## config.mk

```make
export PLATFORM = sky130hd
export DESIGN_NAME = deser_1to8
export DESIGN_NICKNAME = d
export VERILOG_FILES = /design/src/rtl/deser_pkg.sv /design/src/rtl/decoder_3to8.sv /design/src/rtl/deser_1to8.sv
export SDC_FILE = /design/constraint.sdc
export NUM_CORES = 1
export LEC_CHECK = 0
export BUFFER_PORTS_ARGS = -buffer_cell sky130_fd_sc_hd__buf_2
export CORE_ASPECT_RATIO = 1.75
export CORE_MARGIN = 4
export CORE_UTILIZATION = 33
export CTS_BUF_LIST = sky130_fd_sc_hd__clkbuf_4
export CTS_CLUSTER_SIZE = 30
export DETAILED_ROUTE_END_ITERATION = 6
export PLACE_DENSITY = 0.56
export SETUP_SLACK_MARGIN = 0.4
export SLEW_MARGIN = 20
export SYNTH_ARGS = -nofsm -noshare
export SYNTH_HDL_FRONTEND = slang
export SYNTH_SLANG_ARGS = --single-unit
```

## constraint.sdc

```tcl
create_clock -name clk -period 1.5 [get_ports clk]
set_input_delay 0.075 -clock clk [delete_from_list [all_inputs] [get_ports clk]]
set_output_delay 0.075 -clock clk [all_outputs]
set_load 0.01 [all_outputs]
```

## src/rtl/deser_pkg.sv

```systemverilog
// -----------------------------------------------------------------------------
// deser_pkg
// Shared definitions for the 1-to-8 serial-to-parallel collector.
//   DESER_W       : width of the assembled parallel word
//   IDX_W         : width of the bit index that steers each serial bit
//   deser_state_t : occupancy of the output register (EMPTY / FULL)
//   wr_position() : maps the running bit index to a shadow-byte position,
//                   honouring LSB-first or MSB-first assembly order
// -----------------------------------------------------------------------------
package deser_pkg;

   localparam int DESER_W = 8;
   localparam int IDX_W   = 3;

   typedef enum logic {
      EMPTY = 1'b0,
      FULL  = 1'b1
   } deser_state_t;

   // MSB-first assembly writes position 7-idx, which for a 3-bit index is
   // simply the bitwise complement of idx.
   function automatic logic [IDX_W-1:0] wr_position(input logic [IDX_W-1:0] idx,
                                                    input logic             lsb_first);
      return lsb_first ? idx : ~idx;
   endfunction

endpackage : deser_pkg

```

## src/rtl/decoder_3to8.sv

```systemverilog
// -----------------------------------------------------------------------------
// decoder_3to8
// Combinational one-hot decoder: the write-side counterpart of an 8-to-1 bit
// selector. Also usable as a register-file write-enable decoder.
// Ports:
//   sel [2:0] : index of the output bit to assert
//   en        : global enable; when low every output bit is 0
//   out [7:0] : one-hot (or all-zero) write enable
// -----------------------------------------------------------------------------
module decoder_3to8 (
   input  logic [2:0] sel,
   input  logic       en,
   output logic [7:0] out
);

   always_comb begin
      out = 8'h00;
      if (en) begin
         out = 8'h01 << sel;
      end
   end

endmodule : decoder_3to8

```

## src/rtl/deser_1to8.sv

```systemverilog
// -----------------------------------------------------------------------------
// deser_1to8
// Serial-to-parallel collector. One bit is accepted per input handshake and
// steered through a one-hot write decoder into a shadow byte. When the eighth
// bit is accepted, the full byte (including that bit) moves into the output
// register, which is offered downstream on a valid/ready handshake. Collection
// of the next byte proceeds while the previous one waits.
//
// Handshake semantics (both sides): a transfer happens on a rising clock edge
// where valid and ready are both high. A producer that raises valid keeps its
// data stable until the transfer; ready may be withdrawn at any time.
//
// Parameters:
//   LSB_FIRST : 1 -> first accepted bit lands in out[0]; 0 -> in out[7]
// Ports:
//   clk       : sole clock, rising edge
//   reset     : asynchronous, active-low reset
//   in        : serial data bit
//   in_valid  : in holds a bit this cycle
//   in_ready  : block accepts a bit this cycle (combinational)
//   clear     : synchronous abort of the partial byte
//   out       : completed byte (registered)
//   out_valid : out holds an unconsumed byte (registered)
//   out_ready : consumer takes out this cycle
//   count     : number of bits held in the partial byte (registered)
//   dbg_state : current occupancy state of the output register
// -----------------------------------------------------------------------------
module deser_1to8
   import deser_pkg::*;
#(
   parameter logic LSB_FIRST = 1'b1
) (
   input  logic               clk,
   input  logic               reset,
   input  logic               in,
   input  logic               in_valid,
   output logic               in_ready,
   input  logic               clear,
   output logic [DESER_W-1:0] out,
   output logic               out_valid,
   input  logic               out_ready,
   output logic [IDX_W-1:0]   count,
   output deser_state_t       dbg_state
);

   localparam logic [IDX_W-1:0] LAST_IDX = IDX_W'(DESER_W - 1);

   deser_state_t       r_state;
   logic [IDX_W-1:0]   r_idx;
   logic [DESER_W-1:0] r_shadow;
   logic [DESER_W-1:0] r_out;

   logic               w_accept;
   logic               w_consume;
   logic               w_write;
   logic               w_complete;
   logic [IDX_W-1:0]   w_wr_pos;
   logic [DESER_W-1:0] w_wr_en;
   logic [DESER_W-1:0] w_shadow_nxt;

   // Backpressure only when completing now would overwrite a byte that the
   // consumer is not taking this very cycle.
   assign in_ready  = !((r_state == FULL) && (r_idx == LAST_IDX) && !out_ready);

   assign w_accept  = in_valid && in_ready;
   assign w_consume = out_valid && out_ready;

   // clear discards any concurrent accept, so it also suppresses the write.
   assign w_write    = w_accept && !clear;
   assign w_complete = w_write && (r_idx == LAST_IDX);
   assign w_wr_pos   = wr_position(r_idx, LSB_FIRST);

   decoder_3to8 u_wr_dec (
      .sel (w_wr_pos),
      .en  (w_write),
      .out (w_wr_en)
   );

   // Shadow byte with the incoming bit merged in; only the decoded bit moves.
   always_comb begin
      w_shadow_nxt = r_shadow;
      for (int i = 0; i < DESER_W; i++) begin
         if (w_wr_en[i]) begin
            w_shadow_nxt[i] = in;
         end
      end
   end

   // Index counter, shadow byte and output register.
   always_ff @(posedge clk or negedge reset) begin
      if (!reset) begin
         r_idx    <= '0;
         r_shadow <= '0;
         r_out    <= '0;
      end else if (clear) begin
         r_idx    <= '0;
         r_shadow <= '0;
      end else if (w_write) begin
         if (w_complete) begin
            r_out    <= w_shadow_nxt;
            r_shadow <= '0;
            r_idx    <= '0;
         end else begin
            r_shadow <= w_shadow_nxt;
            r_idx    <= r_idx + IDX_W'(1);
         end
      end
   end

   // Output-register occupancy. A completion while FULL is only possible
   // when the old byte is being consumed in the same cycle, so the new byte
   // replaces it with no bubble.
   always_ff @(posedge clk or negedge reset) begin
      if (!reset) begin
         r_state <= EMPTY;
      end else begin
         case (r_state)
            EMPTY: begin
               if (w_complete) begin
                  r_state <= FULL;
               end
            end
            FULL: begin
               if (w_complete) begin
                  r_state <= FULL;
               end else if (w_consume) begin
                  r_state <= EMPTY;
               end
            end
            default: r_state <= EMPTY;
         endcase
      end
   end

   assign out       = r_out;
   assign out_valid = (r_state == FULL);
   assign count     = r_idx;
   assign dbg_state = r_state;

   // Held output must not change until it is taken.
   a_out_stable : assert property (@(posedge clk) disable iff (!reset)
      (out_valid && !out_ready) |=> $stable(out));

   // The write decoder never enables more than one shadow bit.
   a_wr_onehot : assert property (@(posedge clk) disable iff (!reset)
      $onehot0(w_wr_en));

endmodule : deser_1to8

```

# Word level (Yosys, flattened, before mapping)
# Cells that the tools add are included.
[totals]
out_inout_bits = 14
elab_cells = 39
reg_bits = 20
[classes]
bitwise = 2
shift = 1
n_reduce_logical = 11
muxes = 19
n_addsub = 1
eq_ne = 1
[op_table]
columns = ["op", "n"]
rows = [
  ["8-bit 2-to-1 mux", 4],
  ["1-bit 2-to-1 mux", 11],
  ["3-bit 2-to-1 mux", 3],
  ["1-bit by 3-bit left shift with 8-bit output (first input constant)", 1],
  ["1-bit logical AND", 6],
  ["3-bit by 1-bit adder with 3-bit output (second input constant)", 1],
  ["3-bit == test (second input constant)", 1],
  ["1-bit logical NOT", 3],
  ["3-bit AND reduction", 1],
  ["1-bit inverter", 2],
  ["1-bit case mux with 2 select lines", 1],
  ["2-bit nonzero test", 1],
]

# Longest topological paths before layout
[depth]
depth_word = 11
depth_mapped = 7
ltp_nobuf = 5

# Cells and area by module
# From an unflattened synthesis, not the netlist that was laid out.
[unflattened]
hier_cells = 88
area_unflattened_um2 = 1142.3
[modules_own_cells]
columns = ["module", "instances", "area_per_inst_um2", "cells_per_inst"]
rows = [
  ["deser_1to8", 1, 1047.3, 80],
  ["decoder_3to8", 1, 95.1, 8],
]

# Least setup slack after synthesis
# OpenSTA, ideal clock, no wires.
[synth_path]
path_kind = "register to register"
from = "register r_idx[0] (netlist: count[0])"
to = "register r_shadow[3]"
slack_ns = -0.236
arrival_time_ns = 1.609
t_required_ns = 1.373
stages_incl_launch_ff = 7
synth_period_minus_slack_ns = 1.736
n_path_buf = 1
setup_time_ns = 0.127
cell_sequence = "dfrtp_1 -> ha_1 -> ha_1 -> buf_4 -> nand3b_4 -> a21oi_4 -> a221o_2"
[synth_between]
elab_chain_len = 11
word_cells_on_any_way = 14
[synth_lines]
columns = ["item", "line_no", "rtl"]
rows = [
  ["from (decl)", "deser_1to8.sv:49", "logic [IDX_W-1:0] r_idx;"],
  ["from (signal assigned)", "deser_1to8.sv:105", "r_idx <= r_idx + IDX_W'(1);"],
  ["3-bit == test *", "deser_1to8.sv:63", "assign in_ready = !((r_state == FULL) && (r_idx == LAST_IDX) && !out_ready);"],
  ["1-bit logical AND * (2 in series)", "deser_1to8.sv:63", ""],
  ["1-bit logical NOT *", "deser_1to8.sv:63", ""],
  ["via in_ready", "deser_1to8.sv:37", "output logic in_ready,"],
  ["1-bit logical AND *", "deser_1to8.sv:65", "assign w_accept = in_valid && in_ready;"],
  ["1-bit logical AND *", "deser_1to8.sv:69", "assign w_write = w_accept && !clear;"],
  ["8-bit 2-to-1 mux", "decoder_3to8.sv:18", "if (en) begin"],
  ["1-bit 2-to-1 mux", "deser_1to8.sv:83", "if (w_wr_en[i]) begin"],
  ["8-bit 2-to-1 mux", "deser_1to8.sv:99", "if (w_complete) begin"],
  ["8-bit 2-to-1 mux", "deser_1to8.sv:98", "end else if (w_write) begin"],
  ["8-bit 2-to-1 mux", "deser_1to8.sv:95", "end else if (clear) begin"],
  ["to (signal assigned)", "deser_1to8.sv:104", "r_shadow <= w_shadow_nxt;"],
  ["to (decl)", "deser_1to8.sv:50", "logic [DESER_W-1:0] r_shadow;"],
]
# Mark *: on every way through the listed nets, which the timed path passes. The rest lies on a longest branch. The select of a mux whose other input is x is not followed.
# A chain may end at the register's enable or synchronous reset.

# Worst setup path after layout
[layout_path]
from = "register r_idx[1] (netlist: count[1])"
to = "register r_shadow[2]"
[layout_between]
elab_chain_len = 11
word_cells_on_any_way = 14
[layout_lines]
columns = ["item", "line_no"]
rows = [
  ["3-bit == test", "deser_1to8.sv:63, deser_1to8.sv:70"],
  ["1-bit logical AND (2 in series)", "deser_1to8.sv:63"],
  ["1-bit logical NOT", "deser_1to8.sv:63"],
  ["1-bit logical AND", "deser_1to8.sv:65"],
  ["1-bit logical AND", "deser_1to8.sv:69"],
  ["8-bit 2-to-1 mux", "decoder_3to8.sv:18"],
  ["1-bit 2-to-1 mux", "deser_1to8.sv:83"],
  ["8-bit 2-to-1 mux", "deser_1to8.sv:99"],
  ["8-bit 2-to-1 mux", "deser_1to8.sv:98"],
  ["8-bit 2-to-1 mux", "deser_1to8.sv:95"],
]
# Parallel ways exist; a longest one is shown, timed or not. The select of a mux whose other input is x is not followed.

==> run_results.csv <==
group,metric,value,unit
run_status,outcome,"complete, but fails checks",
run_status,failed_checks,"setup timing",
synth,synth_top_area_cell,"dfrtp_1",
sta,min_period,1.61,ns
clock_tree,ctsRootBufferMaster,"clkbuf_4",
setup_path,cp_data_required_time,1.76,ns
sta,fin_skew,0.00361,ns
sta,finalHoldViolations,0,
sta,rsz0062_at_grt,"true",
global_routing,grt_pass1_vias,1073,
finish,drive_gt1_frac,0.624,
die,initial_core_util,0.342,
power,p_leak,0.873,nW
setup_path,worstSetupStartpointType,"register",
setup_path,crit_top_cell,"ha_4",
flow_run,maxCapViolations,0,
finish,num_antenna_cells,0,
placement,dp_cells,175,
power,ir_drop,0.000318,V
clock_tree,clock_latency,0.31,ns
sta,setup_viol,17,
synth,syn_avg_cell_area,11.6,µm²
setup_path,path_class,"register to register",
global_routing,grt_pass1_wl,5130,µm
synth,yosys.area.top_type_share,0.383,
global_routing,grt_overflow,0,
sta,min_period_over_period,1.07,
synth,ys_warn_count,0,
synth,synth_common_cells,"dfrtp_1 (19), a21oi_1 (8)",
finish,regArea,479,µm²
finish,area_growth,43.4,%
synth,synth_flop_cell,"dfrtp_1",
route,vias,1018,
die,io_pins,20,
finish,num-fill-cells,354,
global_routing,grt_max_degree,20,
route,detail-route-antenna-nets,0,
finish,fin_nets,154,
setup_path,crit_fanout,7,
sta,setup_total_negative_slack,-0.908,ns
synth,synth_area,1240,µm²
synth,synth_cells,107,
setup_path,cp_slowest_cell,"dfrtp_2",
die,core,3630,µm²
power,cellPowerDensity,608,nW/µm²
route,wl_per_cell,17.0,µm
synth,synth_edf_count,0,
sta,tightest_slew,0.531,ns
power,totalPowerFinal,1.08,mW
placement,pre_cts_slack,-0.116,ns
sta,maxSlewViolCount,0,
die,die_h,89.1,µm
sta,slew_headroom,0.646,
finish,instances_no_fill,187,
clock_tree,clock_sinks,19,
finish,multiInputGateArea,912,µm²
global_routing,grt_antenna_before_repair,0,
die,rows,29,
setup_path,slowest_delay,0.46,ns
clock_tree,cts-htree-levels,1,
setup_path,arrival,1.87,ns
synth,yosysMostFrequentCell,"dfrtp_1",
setup_path,crit_path_cell_trace,"ha_4, ha_4, nor4bb_4, and3_1, a211o_1",
clock_tree,clkSlewWorstSetupHoldPaths,0.12,ns
hold_path,worstHoldPathType,"input port to register",
clock_tree,cts_buffers,3,
placement,portBuffers,19,
global_routing,grt_usage,0.144,
route,drc,0,
synth,synthTopCellsByArea,"dfrtp_1 (38%), ha_1 (6.0%), a211o_1 (4.2%)",
sta,fmax,621,MHz
synth,syn_nets,119,
synth,async_flop_share,1.00,
finish,final_util,0.491,
setup_path,critPathCaptureType,"register",
synth,yosysSeqAreaShare,0.383,
route,via_per_inst,5.44,
synth,ys_types,35,
clock_tree,cts_tree,"yes",
sta,setup_ws,-0.110,ns
die,dieWidth,54.4,µm
synth,ys_ff_latch,19,
die,dieArea,4850,µm²
placement,post-dp-hpwl,2160,µm
route,drt_iter0_markers,18,
clock_tree,cts_buffer_depth,2,
placement,finalWeightedCongestion,0.786,
route,finalWirelength,3180,µm
route,dr.pass1.iters,4,
[cell usage in the layout, fill, tap and decap left out, drive strengths merged]
cell and instances:
buf 37, dfrtp 19, a21oi 9, and3 6, a211o 6, nor4 6, nor3 6, nor4bb 6
nor4b 6, ha 6, clkbuf 4, and4bb 4, inv 3, nand3b 3, and4b 3, nand2 2
and2b 2, and3b 2, nand2b 1, nor3b 1, a221o 1, mux2i 1, a31oi 1, a311oi 1
nand3 1, o21ai 1, a22o 1, mux2 1, dlygate4sd3 1
[report_power, final]
group          total (mW)  leakage [nW]  internal [mW]  switching, mW
registers           0.559         0.257          0.537         0.0218
logic               0.218         0.597          0.110          0.108
clock network       0.306        0.0184          0.122          0.184
total                1.08         0.873          0.769          0.313
[final timing paths]
kind | from | endpoint | slack (ns) | cells after the start
setup / recovery | count[1]$_DFFE_PN0P_ | r_shadow[2]$_DFFE_PN0P_ | -0.11 | 5
hold / removal | in | out[7]$_DFFE_PN0P_ | 0.14 | 3
setup reg to reg | count[1]$_DFFE_PN0P_ | r_shadow[2]$_DFFE_PN0P_ | -0.11 | 5
hold reg to reg | out[7]$_DFFE_PN0P_ | out[7]$_DFFE_PN0P_ | 0.50 | 2
max in group asynchronous | reset | count[1]$_DFFE_PN0P_ | 0.92 | 2
min in group asynchronous | reset | out[5]$_DFFE_PN0P_ | 0.23 | 2
[area by class of cell]
type                    instances  share of cell area
clock buffers                   4              0.0169
inverters                       3             0.00632
multi-input cells              77               0.512
flip-flops and latches         19               0.269
well taps                      46              0.0323
repair buffers                 38               0.163
[layer usage]
| metal | vias up | track usage | part of all wire |
|---|---|---|---|
| met3 | 4 | 0.0167 | 0.026 |
| met2 | 17 | 0.252 | 0.56 |
| met5 | - | 0 | 0 |
| met1 | 510 | 0.173 | 0.40 |
| li1 | 487 | - | - |
| met4 | 0 | 0.0544 | 0.015 |
[sequential cells by signal (all words and copies together) (netlist names)]
register / count
count: 3
dbg_state: 1
out: 8
r_shadow: 7
[critical path, delay by kind of cell (launching register included)]
| family | cells | cell delay [ns] |
|---|---|---|
| compound gates | 1 | 0.10 |
| flops | 1 | 0.46 |
| simple gates | 2 | 0.62 |
| fa+ha+maj | 2 | 0.37 |
[cells by family (layout without fill, tap and decap cells)]
family,Yosys count,after routing,share of synthesized area
AO/OA/AOI/OAI,20,20,0.121
adder cells (fa/ha/maj),6,6,0.0605
buffers and inverters,12,45,0.0655
AND/OR/NAND/NOR,48,49,0.353
flip-flops,19,19,0.383
multiplexers,2,2,0.0171
[what timing repair did]
| action | CTS | global route |
|---|---|---|
| setup buffers | 3 | 3 |
| pin swaps | 8 | 9 |
| endpoints found under the setup margin | 22 | 23 |
| endpoints found under the hold margin | 19 | 0 |
| hold buffers | 1 | 0 |
| cloned | 1 | 0 |
| resized for setup | 14 | 15 |
[metrics by stage]
step | hold slack [ns] | area (µm²)
2_1_floorplan | -0.221 | 1350
3_3_place_gp | 0.0485 | 1520
3_5_place_dp | 0.0562 | 1520
4_1_cts | 0.102 | 1670
5_1_grt | 0.154 | 1780
6_report | 0.139 | 1780
(Power assumes the default switching activity.)
